$ cat config.mk
export PLATFORM = sky130hd
export DESIGN_NAME = rr_mux_arbiter_flat
export DESIGN_NICKNAME = d
export VERILOG_FILES = /design/src/rtl/rr_mux_arbiter_pkg.sv /design/src/rtl/rr_mux_arbiter_if.sv /design/src/rtl/rr_mux4.sv /design/src/rtl/rr_priority_pick.sv /design/src/rtl/rr_mux_arbiter.sv /design/src/flat_wrapper.sv
export SDC_FILE = /design/constraint.sdc
export NUM_CORES = 1
export LEC_CHECK = 0
export BUFFER_PORTS_ARGS = -buffer_cell sky130_fd_sc_hd__clkbuf_2
export CAP_MARGIN = 30
export CORE_ASPECT_RATIO = 0.7
export CORE_MARGIN = 3
export CORE_UTILIZATION = 51
export CTS_BUF_LIST = sky130_fd_sc_hd__clkbuf_4 sky130_fd_sc_hd__clkbuf_8 sky130_fd_sc_hd__clkbuf_16
export CTS_CLUSTER_SIZE = 30
export DETAILED_ROUTE_END_ITERATION = 16
export GPL_ROUTABILITY_DRIVEN = 0
export HOLD_SLACK_MARGIN = 0.12
export PLACE_DENSITY = 0.78
export SLEW_MARGIN = 15
export SYNTH_ARGS = -nofsm -noshare
export SYNTH_HDL_FRONTEND = slang
export SYNTH_SLANG_ARGS = --single-unit
export TNS_END_PERCENT = 50
$ cat constraint.sdc
create_clock -name clk -period 4.5 [get_ports clk]
set_input_delay 0.9 -clock clk [delete_from_list [all_inputs] [get_ports clk]]
set_output_delay 0.9 -clock clk [all_outputs]
set_load 0.005 [all_outputs]
$ cat src/rtl/rr_mux_arbiter_pkg.sv
// Shared types and defaults for the round-robin mux arbiter: FSM encoding,
// default parameters and the 2-bit requester index.
package rr_mux_arbiter_pkg;

  typedef enum logic {
    IDLE  = 1'b0,
    BURST = 1'b1
  } arb_state_e;

  localparam int DEF_WIDTH     = 4;
  localparam int DEF_BURST_LEN = 4;

  typedef logic [1:0] idx_t;

  function automatic logic [3:0] onehot4(idx_t idx);
    return 4'b0001 << idx;
  endfunction

endpackage

$ cat src/rtl/rr_mux_arbiter_if.sv
// Bundle of requester inputs and the arbitrated output port of rr_mux_arbiter.
interface rr_mux_arbiter_if #(
  parameter int WIDTH = rr_mux_arbiter_pkg::DEF_WIDTH
);
  import rr_mux_arbiter_pkg::*;

  // Output handshake: a beat moves when out_valid && out_ready at a rising
  // clk edge; while out_valid=1 and out_ready=0, y/sel/grant hold stable and
  // the beat is never withdrawn.
  logic [3:0]       req;
  logic [WIDTH-1:0] w0;
  logic [WIDTH-1:0] w1;
  logic [WIDTH-1:0] w2;
  logic [WIDTH-1:0] w3;
  logic             out_ready;
  idx_t             sel;
  logic [3:0]       grant;
  logic [WIDTH-1:0] y;
  logic             out_valid;
  arb_state_e       dbg_state;

  modport master (
    output req, w0, w1, w2, w3, out_ready,
    input  sel, grant, y, out_valid, dbg_state
  );

  modport slave (
    input  req, w0, w1, w2, w3, out_ready,
    output sel, grant, y, out_valid, dbg_state
  );

endinterface

$ cat src/rtl/rr_mux4.sv
// Plain 4-to-1 multiplexer, WIDTH bits per leg.
module rr_mux4 #(
  parameter int WIDTH = 4
) (
  input  logic [1:0]       sel_i,
  input  logic [WIDTH-1:0] d0_i,
  input  logic [WIDTH-1:0] d1_i,
  input  logic [WIDTH-1:0] d2_i,
  input  logic [WIDTH-1:0] d3_i,
  output logic [WIDTH-1:0] y_o
);

  always_comb begin
    y_o = d0_i;
    case (sel_i)
      2'd0:    y_o = d0_i;
      2'd1:    y_o = d1_i;
      2'd2:    y_o = d2_i;
      default: y_o = d3_i;
    endcase
  end

endmodule

$ cat src/rtl/rr_priority_pick.sv
// Combinational round-robin pick: first requester at or after ptr_i (mod 4).
module rr_priority_pick
  import rr_mux_arbiter_pkg::*;
(
  input  logic [3:0] req_i,
  input  idx_t       ptr_i,
  output idx_t       winner_o,
  output logic       any_req_o
);

  logic found;
  idx_t idx;

  always_comb begin
    winner_o  = '0;
    found     = 1'b0;
    idx       = '0;
    any_req_o = |req_i;
    for (int k = 0; k < 4; k++) begin
      idx = ptr_i + 2'(k);
      if (!found && req_i[idx]) begin
        winner_o = idx;
        found    = 1'b1;
      end
    end
  end

endmodule

$ cat src/rtl/rr_mux_arbiter.sv
// Round-robin arbiter sharing one 4:1 mux among four requesters; the grantee
// keeps the port for up to BURST_LEN accepted beats, then the grant rotates.
module rr_mux_arbiter
  import rr_mux_arbiter_pkg::*;
#(
  parameter int WIDTH     = DEF_WIDTH,
  parameter int BURST_LEN = DEF_BURST_LEN
) (
  input  logic            clk,
  input  logic            rst,
  rr_mux_arbiter_if.slave bus
);

  localparam logic [3:0] BL = 4'(BURST_LEN);

  arb_state_e       state_q, state_d;
  idx_t             ptr_q, ptr_d;
  idx_t             sel_q, sel_d;
  logic [3:0]       grant_q, grant_d;
  logic [WIDTH-1:0] y_q, y_d;
  logic             valid_q, valid_d;
  logic [3:0]       cnt_q, cnt_d;

  idx_t             winner;
  logic             any_req;
  idx_t             mux_sel;
  logic [WIDTH-1:0] mux_y;

  rr_priority_pick u_pick (
    .req_i     (bus.req),
    .ptr_i     (ptr_q),
    .winner_o  (winner),
    .any_req_o (any_req)
  );

  // While idle the mux already points at the upcoming winner so its word can
  // be captured on the same edge the grant starts.
  assign mux_sel = (state_q == IDLE) ? winner : sel_q;

  rr_mux4 #(.WIDTH(WIDTH)) u_mux (
    .sel_i (mux_sel),
    .d0_i  (bus.w0),
    .d1_i  (bus.w1),
    .d2_i  (bus.w2),
    .d3_i  (bus.w3),
    .y_o   (mux_y)
  );

  always_comb begin
    state_d = state_q;
    ptr_d   = ptr_q;
    sel_d   = sel_q;
    grant_d = grant_q;
    y_d     = y_q;
    valid_d = valid_q;
    cnt_d   = cnt_q;
    case (state_q)
      IDLE: begin
        if (any_req) begin
          state_d = BURST;
          sel_d   = winner;
          grant_d = onehot4(winner);
          y_d     = mux_y;
          valid_d = 1'b1;
          cnt_d   = 4'd1;
        end
      end
      BURST: begin
        if (bus.out_ready) begin
          if (bus.req[sel_q] && (cnt_q < BL)) begin
            y_d   = mux_y;
            cnt_d = cnt_q + 4'd1;
          end else begin
            // Served index drops to lowest priority for the next pick.
            state_d = IDLE;
            valid_d = 1'b0;
            grant_d = '0;
            ptr_d   = sel_q + 2'd1;
            cnt_d   = '0;
          end
        end
      end
      default: state_d = IDLE;
    endcase
  end

  always_ff @(posedge clk) begin
    if (rst) begin
      state_q <= IDLE;
      ptr_q   <= '0;
      sel_q   <= '0;
      grant_q <= '0;
      y_q     <= '0;
      valid_q <= 1'b0;
      cnt_q   <= '0;
    end else begin
      state_q <= state_d;
      ptr_q   <= ptr_d;
      sel_q   <= sel_d;
      grant_q <= grant_d;
      y_q     <= y_d;
      valid_q <= valid_d;
      cnt_q   <= cnt_d;
    end
  end

  assign bus.sel       = sel_q;
  assign bus.grant     = grant_q;
  assign bus.y         = y_q;
  assign bus.out_valid = valid_q;
  assign bus.dbg_state = state_q;

endmodule

$ cat src/flat_wrapper.sv
// flat-port wrapper written by rule: the top's interface ports become plain ports
module rr_mux_arbiter_flat import rr_mux_arbiter_pkg::*;
#(
  parameter int WIDTH     = DEF_WIDTH,
  parameter int BURST_LEN = DEF_BURST_LEN
)
  (clk, rst, bus_req, bus_w0, bus_w1, bus_w2, bus_w3, bus_out_ready, bus_sel, bus_grant, bus_y, bus_out_valid, bus_dbg_state);
  rr_mux_arbiter_if #(.WIDTH(WIDTH)) bus_i ();
  input  logic clk;
  input  logic rst;
  input wire logic [$bits(bus_i.req)-1:0] bus_req;
  input wire logic [$bits(bus_i.w0)-1:0] bus_w0;
  input wire logic [$bits(bus_i.w1)-1:0] bus_w1;
  input wire logic [$bits(bus_i.w2)-1:0] bus_w2;
  input wire logic [$bits(bus_i.w3)-1:0] bus_w3;
  input wire logic [$bits(bus_i.out_ready)-1:0] bus_out_ready;
  output wire logic [$bits(bus_i.sel)-1:0] bus_sel;
  output wire logic [$bits(bus_i.grant)-1:0] bus_grant;
  output wire logic [$bits(bus_i.y)-1:0] bus_y;
  output wire logic [$bits(bus_i.out_valid)-1:0] bus_out_valid;
  output wire logic [$bits(bus_i.dbg_state)-1:0] bus_dbg_state;
  assign bus_i.req = bus_req;
  assign bus_i.w0 = bus_w0;
  assign bus_i.w1 = bus_w1;
  assign bus_i.w2 = bus_w2;
  assign bus_i.w3 = bus_w3;
  assign bus_i.out_ready = bus_out_ready;
  assign bus_sel = bus_i.sel;
  assign bus_grant = bus_i.grant;
  assign bus_y = bus_i.y;
  assign bus_out_valid = bus_i.out_valid;
  assign bus_dbg_state = bus_i.dbg_state;
  rr_mux_arbiter #(.WIDTH(WIDTH), .BURST_LEN(BURST_LEN)) u_core (.clk(clk), .rst(rst), .bus(bus_i));
endmodule
[Yosys cells after proc, flatten, opt, wreduce, memory -nomap -nowiden]
Cells that the tools add are included.
Word-level totals
  flip-flop bits (word level): 18
  input port bits: 23
  output and inout port bits: 12
Cells by class
  add/subtract/negate cells: 5
  $lt $le $gt $ge: 6
  eq/ne operators: 6
  shift operators: 1
  multiplexer cells: 39
  bitwise logic cells: 2
  reductions and logical operators: 14
Operators by type and width (count)
  4-bit 2-to-1 mux: 9
  4-bit case mux with 2 select lines: 3
  2-bit by 3-bit less-than comparator with 1-bit output, second input constant: 5
  1-bit 2-to-1 mux: 14
  4-bit case mux with 3 select lines: 1
  1-bit binary-select mux with 2-bit select: 5
  2-bit 2-to-1 mux: 5
  3-bit AND reduction: 3
  2-bit != test, second input constant: 3
  2-bit by 1-bit adder with 2-bit output, second input constant: 2
  2-bit adder, second input constant: 2
  4-bit by 1-bit adder with 4-bit output, second input constant: 1
  1-bit logical AND: 4
  4-bit by 3-bit less-than comparator with 1-bit output, second input constant: 1
  1-bit case mux with 2 select lines: 2
  2-bit AND reduction: 2
  4-bit OR reduction: 1
  1-bit by 2-bit left shift with 4-bit output, first input constant: 1
  1-bit logical NOT: 3
  2-bit by 1-bit equality test with 1-bit output, second input constant: 1
  2-bit equality test, second input constant: 1
  2-bit logical NOT: 1
  2-bit by 1-bit != test with 1-bit output, second input constant: 1
  1-bit inverter: 2

[Logic depth before layout (Yosys ltp)]
Gate-level depths: netlist of run 1.
  depth in word-level cells: 18
  gate-level depth with buffers: 7
  gate-level depth less buffers: 6

[By module]
A second synthesis of run 1 with hierarchy kept.
Second synthesis, totals
  cell total of the unflattened synthesis: 104
  area total of the unflattened synthesis: 1011.0 um^2
Modules (own cells, without submodules)
  rr_mux_arbiter: instances 1, cells each 85, area an instance 828.3 um^2
  rr_mux4: instances 1, cells each 4, area an instance 105.1 um^2
  rr_priority_pick: instances 1, cells each 15, area an instance 77.6 um^2

[Least setup slack after synthesis of run 1]
Ideal clock, no wire load.
  path kind: input-to-reg
  start point: in bus_req[1]
  end point: reg u_core.y_q[2] (netlist: u_core.bus.y[2])
  library setup time: 0.117 ns
  data arrival time: 2.031 ns
  path slack: 2.352 ns
  stages on the path: 7
  buffers on the path: 1
  cell sequence: nor4_4 -> or2_4 -> nor4_4 -> buf_6 -> nor3b_1 -> mux2i_1 -> a32o_2
Between the ends
  word-level cells in the longest chain between the ends: 18
  elaborated cells between the ends (all ways): 37
  classes of those cells: eq/ne: 4; mux: 23; reduce/logical: 10
RTL lines
  from (decl): line flat_wrapper.sv:11  | input wire logic [$bits(bus_i.req)-1:0] bus_req;
  1-bit binary-select mux with 2-bit select: line rr_priority_pick.sv:21  | if (!found && req_i[idx]) begin
  1-bit 2-to-1 mux (not written as such): line rr_priority_pick.sv:21
  1-bit 2-to-1 mux: line rr_priority_pick.sv:21
  1-bit logical NOT: line rr_priority_pick.sv:21
  1-bit logical AND: line rr_priority_pick.sv:21
  1-bit 2-to-1 mux: line rr_priority_pick.sv:21
  1-bit logical NOT: line rr_priority_pick.sv:21
  1-bit logical AND: line rr_priority_pick.sv:21
  [2 not listed]
  1-bit logical AND: line rr_priority_pick.sv:21
  2-bit 2-to-1 mux: line rr_priority_pick.sv:21
  2-bit 2-to-1 mux: line rr_mux_arbiter.sv:38  | assign mux_sel = (state_q == IDLE) ? winner : sel_q;
  2-bit equality test (tied with other cells): line rr_mux4.sv:15  | case (sel_i)
  4-bit case mux with 3 select lines: line rr_mux4.sv:15
  4-bit 2-to-1 mux: line rr_mux_arbiter.sv:70  | if (bus.req[sel_q] && (cnt_q < BL)) begin
  4-bit 2-to-1 mux: line rr_mux_arbiter.sv:69  | if (bus.out_ready) begin
  4-bit case mux with 2 select lines: line rr_mux_arbiter.sv:57  | case (state_q)
  to (signal assigned): line rr_mux_arbiter.sv:101  | y_q <= y_d;
  to (decl): line rr_mux_arbiter.sv:20  | logic [WIDTH-1:0] y_q, y_d;
Parallel ways exist; a longest one is shown, timed or not. The select of a mux whose other input is x is not followed.
A chain may end at the register's enable or synchronous reset.

[Worst setup path in the final report of run 1]
  start point: in bus_req[3]
  end point: reg u_core.y_q[2] (netlist: u_core.bus.y[2])
Same word-level chain as after synthesis.

==> flow_summary.ini, run 1 <==
[clocking]
cts_max_level = 1
cts_sinks = 18
cts_setup_buffers = 0
cts_tree = yes
cts_buffers = 3
cts_buffer_depth = 2
root_buffer = clkbuf_4
cts_resized = 0
clk_latency_ps = 300
clk_pin_slew_worst_paths_ps = 100
postCtsHoldBufs = 0

[sta]
timing.final.crit_share = 0.501
fin_tns_setup_ps = 0
worst_slew_pin_slew_ps = 592
timing.final.crit_period_ps = 2260
fin_ws_ps = 2240
rsz0062_at_grt = false
finalHoldViolations = 0
fmax_mhz = 443
finalSetupViolCount = 0
slew_headroom = 0.603
drv_slew = 0
fin_skew_ps = 2.17

[cells_and_area]
diodes = 0
final_core_util = 0.706
multi_input_area_um2 = 633
nets = 181
nFillCells = 138
drive_above_1_share = 0.301
layout_commonest_cell = clkbuf_2
mostFrequentLayoutCells = 34 x clkbuf_2, 18 x nor2_1, 18 x dfxtp_1, 16 x nand2_1, 9 x a21oi_1
area_growth_pct = 19.6
regArea_um2 = 360
final_cell_count_no_fill = 177

[global_route]
gr-usage-all-layers = 0.219
antenna_found_initial = 0
grt_pass1_wl_um = 4430
grt_max_degree = 17
grt_pass1_vias = 959
overflow = 0

[floorplan]
fp.dieH_um = 43.6
initial_core_util = 0.591
core-area_um2 = 1740
ioPinCount = 35
die_x_um = 59.7
dieArea_um2 = 2600
num_rows = 12

[critical_path]
cp_data_arrival_time_ps = 2460
reg2reg_from = u_core.bus.sel[1]
crit_type = in2reg
cp-end-kind = flop
r2r-end = u_core.bus.y[2]
rr_worst_depth = 5
startpoint_type = input port
crit_fanout = 11
r2r_setup_slack_ps = 2530
worstPathRequired_ps = 4700

[synth]
postSynth.asyncResetShare = 0
synth_nets = 147
syn_inst = 123
ys_seq_area_frac = 0.350
syn_avg_cell_area_um2 = 8.36
syn_area_um2 = 1030
yosys_warnings = 0
synth-edff-count = 0
synth-main-ff-cell = dfxtp_1
synth-seq-cells = 18
synth_cell_types = 38

[power]
power.total_uw = 379
power_density_nw_per_um2 = 308
p_leak_uw = 0.000514
peakVddDrop_mv = 0.283

[run_status]
status = finished clean

[placement]
io_buffer_count = 34
place_hpwl_um = 2100
dp_cells = 173
place_ws_ps = 1920

[drt]
vias = 1070
ant_nets = 0
first_iter_violations = 140
drc = 0
vias_per_cell = 6.05
dr.pass1.iters = 4
finalWirelength_um = 2670
wl_per_cell_um = 15.1

[min_path]
hold_class = reg2reg
min_to = u_core.cnt_q[3]
min_from = u_core.cnt_q[3]
hold_depth = 2

[run]
drv_cap = 0
==> cell usage after synthesis, types with 2 or more instances <==
cell type | number | area, µm²
nor3b_1 | 4 | 30.0
a211oi_1 | 8 | 60.1
o21ai_2 | 2 | 17.5
clkbuf_1 | 2 | 7.51
nand2_1 | 16 | 60.1
nor2_1 | 18 | 67.6
nor2b_1 | 3 | 18.8
nor4_4 | 2 | 42.5
a32oi_1 | 5 | 43.8
o31ai_1 | 2 | 15.0
a21oi_1 | 9 | 45.0
o21ai_1 | 3 | 15.0
nand3_1 | 4 | 20.0
a31oi_1 | 2 | 12.5
mux2i_1 | 3 | 30.0
dfxtp_1 | 18 | 360
==> power breakdown <==
group	internal, µW	switching, µW	total, µW
Sequential	171	11.9	183
Combinational	41.0	52.6	93.6
Clock	49.4	52.6	102
==> metal layers <==
layer  vias up  global-route usage  share of wire
met2        48               0.300           0.43
li1        527                   -              -
met3        10              0.0685           0.10
met5         -                   0              0
met4         0              0.0619          0.021
met1       485               0.327           0.45
==> worst max-delay path, stage by stage <==
cell,delay [ps]
clkbuf_2,170
nor4_4,70
or2_4,300
nor4_4,580
a31oi_1,150
a32o_2,290
==> state kept, by name, summed over array words and instances (netlist names) <==
name                  flops
u_core.bus.out_valid      1
u_core.ptr_q              2
u_core.bus.grant          4
u_core.bus.dbg_state      1
u_core.bus.sel            2
u_core.cnt_q              4
u_core.bus.y              4
==> logic make-up (layout without fill, tap and decap cells) <==
family                     count (synthesis)  after routing  share of synthesized area
xor gates and xnor gates                   1              1                    0.00852
muxes                                      4              4                     0.0511
and+or+nand+nor                           54             54                      0.277
adders and majority gates                  1              1                     0.0122
DFF                                       18             18                      0.350
buffers and inverters                      6             39                     0.0341
AOI/OAI and AO/OA                         39             39                      0.266
==> per-stage QoR <==
stage / hold slack, ps / area, µm²
5_1_grt: 479 / 1230
4_1_cts: 455 / 1230
3_5_place_dp: 435 / 1190
3_3_place_gp: 425 / 1190
6_report: 456 / 1230
2_1_floorplan: 415 / 1030
==> final cells by class <==
type / count / share of cell area
Multi-Input combinational cell: 99 / 0.515
Sequential cell: 18 / 0.293
Timing Repair Buffer: 34 / 0.138
Clock buffer: 4 / 0.0295
Tap cell: 21 / 0.0214
Inverter: 1 / 0.00305
==> worst max-delay path by stage <==
stage | from | to | cells after the start
5_1_grt | bus_req[3] | u_core.bus.y[3] | 7
3_3_place_gp | bus_req[3] | u_core.bus.y[2] | 6
6_report | bus_req[3] | u_core.bus.y[2] | 6
3_5_place_dp | bus_req[0] | u_core.bus.y[2] | 6
2_1_floorplan | bus_req[1] | u_core.bus.y[2] | 7
4_1_cts | bus_req[3] | u_core.bus.y[2] | 6
(Power assumes the default switching activity.)
==> run 2: changes to the inputs <==
--- a/config.mk
+++ b/config.mk
@@ -9,13 +9,13 @@
 export CAP_MARGIN = 30
 export CORE_ASPECT_RATIO = 0.7
 export CORE_MARGIN = 3
-export CORE_UTILIZATION = 51
+export CORE_UTILIZATION = 49
 export CTS_BUF_LIST = sky130_fd_sc_hd__clkbuf_4 sky130_fd_sc_hd__clkbuf_8 sky130_fd_sc_hd__clkbuf_16
 export CTS_CLUSTER_SIZE = 30
 export DETAILED_ROUTE_END_ITERATION = 16
 export GPL_ROUTABILITY_DRIVEN = 0
 export HOLD_SLACK_MARGIN = 0.12
-export PLACE_DENSITY = 0.78
+export PLACE_DENSITY = 0.75
 export SLEW_MARGIN = 15
 export SYNTH_ARGS = -nofsm -noshare
 export SYNTH_HDL_FRONTEND = slang
==> constraint.sdc (replaced) <==
create_clock -name clk -period 2.2 [get_ports clk]
set_input_delay 0.44 -clock clk [delete_from_list [all_inputs] [get_ports clk]]
set_output_delay 0.44 -clock clk [all_outputs]
set_load 0.005 [all_outputs]
==> run 2 against run 1 <==
Combinational power grew 120%. Die area is 3.6% higher. Final area is 1.9% higher. Via count down 0.65%. Clock skew up 0.68 ps. Total power up 110%. Final cell count rose by 2.3%. Global-route usage rose by 0.29 points. Critical path type is now reg2reg. Critical endpoint unchanged. Highest routed layer unchanged.
==> flow_summary.ini, run 2 (synthesis gave the netlist of run 1 again) <==
[placement]
io_buffer_count = 34
dp_cells = 177
place_ws_ps = 70.1
place_hpwl_um = 2150

[drt]
vias = 1063
finalWirelength_um = 2700
drc = 0
first_iter_violations = 57
ant_nets = 0
dr.pass1.iters = 4
wl_per_cell_um = 14.9
vias_per_cell = 5.87

[global_route]
antenna_found_initial = 0
grt_max_degree = 17
overflow = 0
gr-usage-all-layers = 0.222
grt_pass1_wl_um = 4440
grt_pass1_vias = 944

[clocking]
cts_buffer_depth = 2
root_buffer = clkbuf_4
clk_latency_ps = 300
cts_setup_buffers = 0
cts_buffers = 3
clk_pin_slew_worst_paths_ps = 100
cts_max_level = 1
cts_resized = 0
cts_tree = yes
postCtsHoldBufs = 0
cts_sinks = 18

[cells_and_area]
nFillCells = 189
layout_commonest_cell = clkbuf_2
nets = 184
multi_input_area_um2 = 633
regArea_um2 = 360
mostFrequentLayoutCells = 34 x clkbuf_2, 18 x nor2_1, 18 x dfxtp_1, 16 x nand2_1, 9 x a21oi_1
final_cell_count_no_fill = 181
area_growth_pct = 21.9
diodes = 0
drive_above_1_share = 0.314

[floorplan]
num_rows = 13
dieArea_um2 = 2690
initial_core_util = 0.536
fp.dieH_um = 44.3
ioPinCount = 35
die_x_um = 60.8
core-area_um2 = 1920

[power]
switchingPower_uw = 238
p_clk_frac = 0.264
p_comb_frac = 0.264
internal-power_uw = 541
sw_frac_of_total = 0.306
power_density_nw_per_um2 = 621
peakVddDrop_mv = 0.373
power.total_uw = 779
p_leak_uw = 0.000530
power_frac_seq = 0.471

[critical_path]
crit_fanout = 6
crit_path_cell_trace = a21o_1 > a21boi_1 > o21ai_1 > o21ai_2 > mux2i_1 > a32o_2
crit_type = reg2reg
cp-end-kind = flop
critPathTopFamily = compound AO/OA/AOI/OAI gates
startpoint_type = flop
worstPathRequired_ps = 2400
r2r_setup_slack_ps = 300
slowest_delay_ps = 540
cp_data_arrival_time_ps = 2100
cp_num_buf_inv = 0
crit_slowest_cell = o21ai_1

[sta]
fin_tns_setup_ps = 0
slew_headroom = 0.554
holdWs_ps = 423
rsz0062_at_grt = false
finalSetupViolCount = 0
finalHoldViolations = 0
fin_skew_ps = 2.85
worst_slew_pin_slew_ps = 664
drv_slew = 0
fin_ws_ps = 303
fmax_mhz = 527
timing.final.crit_share = 0.862
timing.final.crit_period_ps = 1900

[run]
drv_cap = 0

[min_path]
hold_class = in2reg

[run_status]
status = finished clean
-- run 2: path summary, 6_finish.rpt --
check                                      from               to  cells past startpoint
worst max-delay path            u_core.ptr_q[1]  u_core.bus.y[2]                      6
worst min-delay path                  bus_w1[0]  u_core.bus.y[0]                      3
worst min register to register  u_core.cnt_q[3]  u_core.cnt_q[3]                      2
worst max register to register  u_core.ptr_q[1]  u_core.bus.y[2]                      6
-- run 2: cell type report --
class,count,area share
clock buffer,4,0.0289
sequential,18,0.287
inverter,1,0.00299
timing repair buffer,37,0.154
multi-input combinational,99,0.505
tap,22,0.0220
-- run 2: power by group through the flow --
stage,registers [µW],clock network (µW),logic (µW)
after floorplan,374,0,128
final,367,206,206
after CTS,367,209,205
after global placement,373,0,197
after detailed placement,374,0,204
after global routing,370,225,227
-- run 2: worst register-to-register path, cell delays in order (launching register included) --
cell and delay (ps):
dfxtp_1 430, a21o_1 140, a21boi_1 70, o21ai_1 540, o21ai_2 190, mux2i_1 160
a32o_2 260
-- run 2: metrics by stage --
step           utilization  area [µm²]
3_5_place_dp         0.634        1220
6_report             0.653        1250
3_3_place_gp         0.634        1220
2_1_floorplan            -        1030
5_1_grt              0.653        1250
4_1_cts              0.653        1250
-- run 2: layer usage --
| layer | wire [µm] | global-route usage | up-vias |
|---|---|---|---|
| met2 | 1220 | 0.360 | 46 |
| met4 | 38 | 0.0649 | 0 |
| met5 | 0 | 0 | - |
| met1 | 1230 | 0.294 | 480 |
| li1 | - | - | 532 |
| met3 | 212 | 0.0525 | 5 |
